### config.mk
export PLATFORM = sky130hd
export DESIGN_NAME = ex_mem_skid
export DESIGN_NICKNAME = d
export VERILOG_FILES = /design/src/rtl/alu_pkg.sv /design/src/rtl/flag_gen.sv /design/src/rtl/ex_mem_skid.sv
export SDC_FILE = /design/constraint.sdc
export NUM_CORES = 1
export LEC_CHECK = 0
export ABC_AREA = 1
export ABC_CLOCK_PERIOD_IN_PS = 1700
export CAP_MARGIN = 40
export CORE_AREA = 5 5 119 93
export DETAILED_ROUTE_END_ITERATION = 8
export DIE_AREA = 0 0 124 98
export GPL_TIMING_DRIVEN = 1
export SLEW_MARGIN = 20
export SYNTH_ARGS = -nofsm -noshare
export SYNTH_HDL_FRONTEND = slang
export SYNTH_SLANG_ARGS = --single-unit
### constraint.sdc
create_clock -name clk -period 1.7 [get_ports clk]
set_clock_uncertainty 0.2 [all_clocks]
set_input_delay 0.34 -clock clk [delete_from_list [all_inputs] [get_ports clk]]
set_output_delay 0.34 -clock clk [all_outputs]
set_load 0.02 [all_outputs]
### src/rtl/alu_pkg.sv
// Shared EX/MEM definitions: skid-buffer states, flag bit positions and the pipeline entry layout.
// The flags field of entry_t exists only when FLAGS_EN is defined.
package alu_pkg;

  typedef enum logic [1:0] {
    EMPTY = 2'd0,
    ONE   = 2'd1,
    FULL  = 2'd2
  } state_t;

  localparam int FLAG_N = 3;
  localparam int FLAG_Z = 2;
  localparam int FLAG_C = 1;
  localparam int FLAG_V = 0;

  localparam int ENTRY_N  = 32;
  localparam int ENTRY_RW = 4;

  // Entry layout at the default widths; the skid buffer mirrors it with its own parameters.
  typedef struct packed {
    logic [ENTRY_N-1:0]  result;
    logic [ENTRY_RW-1:0] rd;
    logic                regwrite;
    logic                memwrite;
`ifdef FLAGS_EN
    logic [3:0]          flags;
`endif
  } entry_t;

endpackage

### src/rtl/flag_gen.sv
// Derives {N,Z,C,V} for an ALU result; C and V pass straight through from the ALU.
module flag_gen
  import alu_pkg::*;
#(
  parameter int N = 32
) (
  input  logic [N-1:0] result,
  input  logic [1:0]   cv,
  output logic [3:0]   flags
);

  always_comb begin
    flags         = 4'b0000;
    flags[FLAG_N] = result[N-1];
    flags[FLAG_Z] = (result == '0);
    flags[FLAG_C] = cv[1];
    flags[FLAG_V] = cv[0];
  end

endmodule

### src/rtl/ex_mem_skid.sv
// Two-entry EX/MEM skid buffer: head entry drives the memory stage, skid entry absorbs one stall.
// Define FLAGS_EN to add per-entry {N,Z,C,V} storage and the out_flags port.
module ex_mem_skid
  import alu_pkg::*;
#(
  parameter int N  = 32,
  parameter int RW = 4
) (
  input  logic          clk,
  input  logic          rst_n,
  input  logic          in_valid,
  output logic          in_ready,
  input  logic [N-1:0]  in_result,
  input  logic [RW-1:0] in_rd,
  input  logic          in_regwrite,
  input  logic          in_memwrite,
  input  logic [1:0]    in_cv,
  input  logic          flush,
  output logic          out_valid,
  input  logic          out_ready,
  output logic [N-1:0]  out_result,
  output logic [RW-1:0] out_rd,
  output logic          out_regwrite,
`ifdef FLAGS_EN
  output logic          out_memwrite,
  output logic [3:0]    out_flags
`else
  output logic          out_memwrite
`endif
);

  typedef struct packed {
    logic [N-1:0]  result;
    logic [RW-1:0] rd;
    logic          regwrite;
    logic          memwrite;
`ifdef FLAGS_EN
    logic [3:0]    flags;
`endif
  } slot_t;

  state_t     state;
  state_t     state_next;
  slot_t      head;
  slot_t      skid;
  slot_t      in_entry;
  logic [3:0] in_flags;
  logic       accept;
  logic       emit;
  logic       head_load;
  logic       head_from_skid;
  logic       skid_load;

  // Handshakes decode from registered state only, so ready/valid never depend on the other side.
  assign in_ready  = (state != FULL);
  assign out_valid = (state != EMPTY);
  assign accept    = in_valid & in_ready;
  assign emit      = out_valid & out_ready;

  flag_gen #(.N(N)) u_flag_gen (
    .result (in_result),
    .cv     (in_cv),
    .flags  (in_flags)
  );

  always_comb begin
    in_entry          = '0;
    in_entry.result   = in_result;
    in_entry.rd       = in_rd;
    in_entry.regwrite = in_regwrite;
    in_entry.memwrite = in_memwrite;
`ifdef FLAGS_EN
    in_entry.flags    = in_flags;
`endif
  end

`ifndef FLAGS_EN
  logic unused_flags;
  assign unused_flags = ^in_flags;
`endif

  // Flush overrides everything, including any accept or emit in the same cycle.
  always_comb begin
    state_next     = state;
    head_load      = 1'b0;
    head_from_skid = 1'b0;
    skid_load      = 1'b0;
    case (state)
      EMPTY: begin
        if (accept) begin
          state_next = ONE;
          head_load  = 1'b1;
        end
      end
      ONE: begin
        if (accept && emit) begin
          head_load = 1'b1;
        end else if (accept) begin
          state_next = FULL;
          skid_load  = 1'b1;
        end else if (emit) begin
          state_next = EMPTY;
        end
      end
      FULL: begin
        if (emit) begin
          state_next     = ONE;
          head_from_skid = 1'b1;
        end
      end
      default: state_next = EMPTY;
    endcase
    if (flush) begin
      state_next     = EMPTY;
      head_load      = 1'b0;
      head_from_skid = 1'b0;
      skid_load      = 1'b0;
    end
  end

  always_ff @(posedge clk or negedge rst_n) begin
    if (!rst_n) begin
      state <= EMPTY;
    end else begin
      state <= state_next;
    end
  end

  // Slots are never cleared on empty or flush; out_valid alone qualifies their contents.
  always_ff @(posedge clk or negedge rst_n) begin
    if (!rst_n) begin
      head <= '0;
      skid <= '0;
    end else begin
      if (head_load) begin
        head <= in_entry;
      end else if (head_from_skid) begin
        head <= skid;
      end
      if (skid_load) begin
        skid <= in_entry;
      end
    end
  end

  assign out_result   = head.result;
  assign out_rd       = head.rd;
  assign out_regwrite = head.regwrite;
  assign out_memwrite = head.memwrite;
`ifdef FLAGS_EN
  assign out_flags    = head.flags;
`endif

endmodule

==> results of run 1 <==
[cell type report]
class                   count  area [µm²]
clock buffers              10         229
clock inverters             6         110
fillers                   960        5070
inverters                  46         178
multi-input cells         251        1090
flip-flops and latches     78        1950
well taps                 136         170
repair buffers            103        1090
[tightest hold or removal path, delay by kind of cell]
| family | cells | cell delay, ps |
|---|---|---|
| buffers and inverters | 1 | 190 |
| and+or+nand+nor | 3 | 180 |
[registers in the layout, indices dropped and copies added, names as in the netlist]
name,count
out_memwrite,1
out_rd,4
out_regwrite,1
out_result,32
skid,38
state,2
[report_power, final]
group	internal (µW)	total, µW	switching, µW
clock network	1430	2170	740
logic	708	1610	901
registers	2480	2800	324
[kinds of logic after synthesis]
family | synth area share
AND/OR/NAND/NOR | 0.256
flip-flops | 0.586
buffers and inverters | 0.0980
AO/OA/AOI/OAI | 0.0597
[worst min path at each step]
stage,from,to,slack [ps]
after CTS,out_result[9]$_DFFE_PN0P_,out_result[9]$_DFFE_PN0P_,280
after global placement,rst_n,out_result[5]$_DFFE_PN0P_,200
after global routing,flush,state[0]$_DFFE_PN0P_,250
after floorplan,rst_n,out_memwrite$_DFFE_PN0P_,-160
after detailed placement,rst_n,out_result[5]$_DFFE_PN0P_,200
final,flush,state[0]$_DFFE_PN0P_,220
[timing repair]
action                                  CTS  global route
gates resized for setup                  44            22
hold endpoints to repair                 78             0
pin swaps                                 0             3
hold buffers                              1             0
cloned                                    0             5
setup buffers                             1             0
endpoints found under the setup margin   40            54
[through the flow]
step,utilization,worst slack (ps)
final,0.487,0.708
after detailed placement,0.442,-214
after global placement,0.442,-204
after global routing,0.487,-59.5
after floorplan,-,251
after CTS,0.472,-149
[metal layers]
metal | GRT usage | vias up
met3 | 0.0452 | 10
li1 | - | 1406
met2 | 0.209 | 74
met5 | 0 | -
met4 | 0.0547 | 0
met1 | 0.178 | 1315
[placed cells by master, fill, tap and decap left out, types with 3 or more instances in the layout]
cell type,synthesis,layout
buf_4,3,8
o21ai_0,31,26
dlygate4sd2_1,0,38
o21ai_1,7,12
nand2_1,164,161
clkbuf_16,0,13
nand3_1,41,39
clkdlybuf4s50_1,0,40
nand2_2,0,3
bufinv_16,0,3
dfrtp_1,78,78
buf_12,0,7
inv_1,46,44
==> results.py, run 1 <==
metrics = {
    "status": {
        "status": "finished, final reports clean",
    },
    "drt": {
        "route.met2.wl_um": 3860,
        "drc_errors": 0,
        "top_layer_used": "met4",
        "wl_um": 8530,
        "wire_per_inst_um": 13.5,
        "drt-met1-wl_um": 4030,
        "ant_nets": 0,
        "wl_met3_um": 537,
        "dr.first_iter.drc_count": 254,
        "via_per_inst": 4.45,
        "drt_first_pass_iters": 4,
        "route.vias.total": 2805,
    },
    "floorplanning": {
        "fp.dieArea_mm2": 0.0122,
        "die_h_um": 98,
        "start_util": 0.337,
        "fp.dieW_um": 124,
        "num_rows": 32,
        "io_pins": 85,
        "core_mm2": 0.00989,
    },
    "timing": {
        "fin_crit_sh": 1.00,
        "hold_viol_final": 0,
        "rsz0062_at_grt": "yes",
        "max-slew-margin-rel": 0.730,
        "post-route-min-period_ps": 1700,
        "tightestPinTransition_ps": 406,
        "holdWs_ps": 221,
        "drv_slew": 0,
        "fmax_ghz": 0.588,
        "setup_viol": 0,
        "finalSetupTns_ps": 0,
    },
    "hold_path": {
        "holdPathStages": 4,
        "hp-class": "in2reg",
    },
    "placement": {
        "dp_hpwl_um": 4980,
        "placed_cell_area_mm2": 0.00437,
        "dp.cells": 607,
        "io_buffers": 82,
        "place.gp.congestion": 0.791,
    },
    "critical_path": {
        "reg2reg_to": "out_result[10]$_DFFE_PN0P_",
        "end_kind": "flip-flop",
        "cp-startpoint": "state[0]$_DFFE_PN0P_",
        "crit_buf_inv": 4,
        "crit_path_max_fanout": 8,
        "r2r-start": "state[0]$_DFFE_PN0P_",
        "max_stage_delay_ps": 430,
        "endpoint": "out_result[10]$_DFFE_PN0P_",
        "r2r_cells": 9,
        "cp_cell_sequence": "buf_6, buf_4, nor2_4, nand3_2, nand2_2, inv_6, clkbuf_16, nand2_1, nand3_1",
        "reg2reg_setup_slack_ps": 0.7,
        "critical-path-top-delay-family": "buffers and inverters",
        "worstPathArrival_ps": 1710,
        "crit_type": "reg2reg",
        "worst_setup_path_start_kind": "flip-flop",
        "cp.required_ps": 1710,
        "worst_path_max_delay_cell": "dfrtp_1",
        "cp_num_cells": 9,
    },
    "synth": {
        "seq_area_frac_synth": 0.586,
        "synth_cells": 395,
        "synth_edf_count": 0,
        "synth.most_common_cell": "nand2_1",
        "postSynthAreaPerCell_um2": 8.44,
        "ys.flop_type": "dfrtp_1",
        "synth_area_mm2": 0.00333,
        "synthDistinctLibCells": 16,
        "ys_ff_latch": 78,
        "ys_top_cells_by_count": "164 x nand2_1, 78 x dfrtp_1, 46 x inv_1",
        "synth_warnings": 0,
        "async_flop_share": 1.00,
        "synth_area_leaders": "dfrtp_1 59%, nand2_1 18%, nand3_1 6.2%",
        "synth_top_cell_by_area": "dfrtp_1",
        "synth_top_area_share": 0.586,
        "synth_fp_nets": 440,
    },
    "cells_and_area": {
        "diodes": 0,
        "layout-drive-gt1-share": 0.0992,
        "area_delta_synth_final_pct": 44.7,
        "fin_nets": 534,
        "final_cells": 630,
        "finish.instance_area_mm2": 0.00482,
    },
    "clocking": {
        "cts-root-buf": "clkbuf_16",
        "cts_tree": "built",
        "clk_path_buf_depth": 2,
        "clk_pin_slew_ps": 60,
        "worstSkewPairLatency_ps": 330,
        "clock-sinks": 78,
        "cts_buffers": 9,
        "htreeDepth": 3,
    },
    "power_and_ir_drop": {
        "leakage_uw": 0.00249,
        "power_uw": 6580,
        "max-vdd-ir-drop_mv": 0.760,
        "p_per_area_mw_per_mm2": 1370,
    },
    "grt": {
        "antenna_found_initial": 0,
        "overflow": 0,
        "grt_usage": 0.136,
        "first_global_vias": 2804,
        "grt_max_degree": 79,
        "grt_pass1_wl_um": 13200,
    },
    "flow_run": {
        "maxCapViolations": 0,
    },
}
Note: power is estimated with default switching activity, not from simulation.
==> inputs of run 2 (changes only) <==
SLEW_MARGIN = 10   (was 20)
==> results of run 2 <==
Final layout, timing and power as in run 1 (identical DEF).
==> inputs of run 3 (changes only) <==
SETUP_SLACK_MARGIN = 0.02   (was unset)
==> run 3 against run 2 <==
Effect of this change: design area is 0.21% higher; utilization grew 0.10 points; register-to-register slack improved by 40 ps; hold slack better by 19 ps; setup slack improved by 35 ps; final cell count unchanged; fmax up 2.1%.
==> results.py, run 3 (synthesized netlist as in run 1, its figures left out) <==
metrics = {
    "status": {
        "status": "finished, final reports clean",
    },
    "timing": {
        "setup_viol": 0,
        "setup_ws_ps": 35.9,
        "max-slew-margin-rel": 0.727,
        "post-route-min-period_ps": 1660,
        "tightestPinTransition_ps": 410,
        "fin_crit_sh": 0.979,
        "holdWs_ps": 240,
        "hold_viol_final": 0,
        "drv_slew": 0,
        "fmax_ghz": 0.601,
        "rsz0062_at_grt": "yes",
    },
    "cells_and_area": {
        "fin_nets": 534,
        "final_common_cell": "nand2_1",
        "area_delta_synth_final_pct": 45.0,
        "mostFrequentLayoutCells": "160 x nand2_1, 78 x dfrtp_1, 41 x inv_1, 40 x clkdlybuf4s50_1",
        "fillers": 952,
        "largest_register_ffs": 38,
        "layout-drive-gt1-share": 0.111,
        "diodes": 0,
        "top_register": "skid",
    },
    "floorplanning": {
        "fp.dieW_um": 124,
        "fp.dieArea_mm2": 0.0122,
        "core_mm2": 0.00989,
        "die_h_um": 98,
        "num_rows": 32,
        "start_util": 0.337,
        "io_pins": 85,
    },
    "flow_run": {
        "maxCapViolations": 0,
    },
    "drt": {
        "dr.first_iter.drc_count": 209,
        "drt_first_pass_iters": 4,
        "ant_nets": 0,
        "wire_per_inst_um": 13.4,
        "route.vias.total": 2821,
        "wl_um": 8450,
        "via_per_inst": 4.48,
        "drc_errors": 0,
    },
    "clocking": {
        "htreeDepth": 3,
        "clk_pin_slew_ps": 60,
        "cts-root-buf": "clkbuf_16",
        "worstSkewPairLatency_ps": 330,
        "cts_buffers": 9,
        "clock-sinks": 78,
        "cts_tree": "built",
        "clk_path_buf_depth": 2,
    },
    "grt": {
        "antenna_found_initial": 0,
        "busiest_layer": "met2",
        "use_met1": 0.178,
        "grt_usage": 0.136,
        "first_global_vias": 2804,
        "overflow": 0,
        "grt_max_degree": 79,
        "grt_pass1_wl_um": 13200,
        "grt.met2_usage": 0.209,
        "grt_use_met3": 0.0452,
    },
    "critical_path": {
        "cp.required_ps": 1710,
        "end_kind": "flip-flop",
        "cp_cell_sequence": "buf_4, buf_4, nor2_4, nand3_2, nand2_2, inv_6, clkbuf_16, nand2_1, nand3_1",
        "crit_buf_inv": 4,
        "max_stage_delay_ps": 400,
        "crit_type": "reg2reg",
        "worst_path_max_delay_cell": "dfrtp_1",
        "r2r_cells": 9,
        "critical-path-top-delay-family": "buffers and inverters",
        "cp_num_cells": 9,
        "worstPathArrival_ps": 1680,
        "cpMostUsedCell": "buf_4",
        "crit_path_max_fanout": 8,
        "worst_setup_path_start_kind": "flip-flop",
    },
    "placement": {
        "io_buffers": 82,
        "place.gp.congestion": 0.791,
        "dp_hpwl_um": 4980,
        "dpl_worst_slack_ps": -214,
    },
    "power_and_ir_drop": {
        "p_per_area_mw_per_mm2": 1360,
        "max-vdd-ir-drop_mv": 0.761,
        "leakage_uw": 0.00248,
    },
    "hold_path": {
        "hp-class": "in2reg",
        "holdPathStages": 4,
    },
}
-- run 3: cell count changes in the layout (fill, tap and decap cells not counted), sizes merged --
cell,delta
clkbuf,-1
buf,+1
-- run 3: repair_timing --
| action | in CTS | in global routing |
|---|---|---|
| pin swaps | 1 | 5 |
| endpoints found under the hold margin | 78 | 0 |
| buffers inserted | 1 | 1 |
| cloned | 0 | 4 |
| setup endpoints to repair | 40 | 67 |
| hold buffers | 1 | 0 |
| resized for setup | 45 | 31 |
-- run 3: worst register-to-register path: cells and delay by family (launching register included) --
family	cells	cell delay, ps
buf+inv	4	520
simple gates	5	430
flops	1	400
-- run 3: metrics by stage --
step | area, µm² | TNS (ps) | cells | util | total power, µW
after floorplan | 3330 | 0 | 395 | - | 3680
after global placement | 4370 | -12440 | 607 | 0.442 | 4470
after detailed placement | 4370 | -14510 | 607 | 0.442 | 4530
after CTS | 4670 | -149 | 625 | 0.472 | 6580
after global routing | 4830 | -401 | 630 | 0.488 | 7010
final | 4830 | 0 | 630 | 0.488 | 6590
-- run 3: final timing paths --
kind,slack (ps),to,startpoint
max,40,out_result[9]$_DFFE_PN0P_,state[0]$_DFFE_PN0P_
min,240,state[0]$_DFFE_PN0P_,flush
max reg2reg,40,out_result[9]$_DFFE_PN0P_,state[0]$_DFFE_PN0P_
min reg2reg,270,out_result[27]$_DFFE_PN0P_,out_result[27]$_DFFE_PN0P_
max in group asynchronous,610,skid[20]$_DFFE_PN0P_,rst_n
min in group asynchronous,380,out_result[5]$_DFFE_PN0P_,rst_n
-- run 3: layout make-up --
| cell class | instances | area [µm²] | share of cell area |
|---|---|---|---|
| Clock buffer | 10 | 229 | 0.0474 |
| Clock inverter | 6 | 110 | 0.0228 |
| Inverter | 46 | 178 | 0.0368 |
| Multi-Input combinational cell | 251 | 1110 | 0.229 |
| Sequential cell | 78 | 1950 | 0.404 |
| Tap cell | 136 | 170 | 0.0352 |
| Timing Repair Buffer | 103 | 1080 | 0.224 |
-- run 3: layer usage --
layer | vias up | share of wire
met5 | - | 0
li1 | 1408 | -
met2 | 82 | 0.45
met3 | 9 | 0.064
met4 | 0 | 0.011
met1 | 1322 | 0.47
-- run 3: power by group --
group | switching, µW | internal (µW) | total [µW]
clock network | 738 | 1430 | 2170
registers | 321 | 2480 | 2800
logic | 907 | 714 | 1620
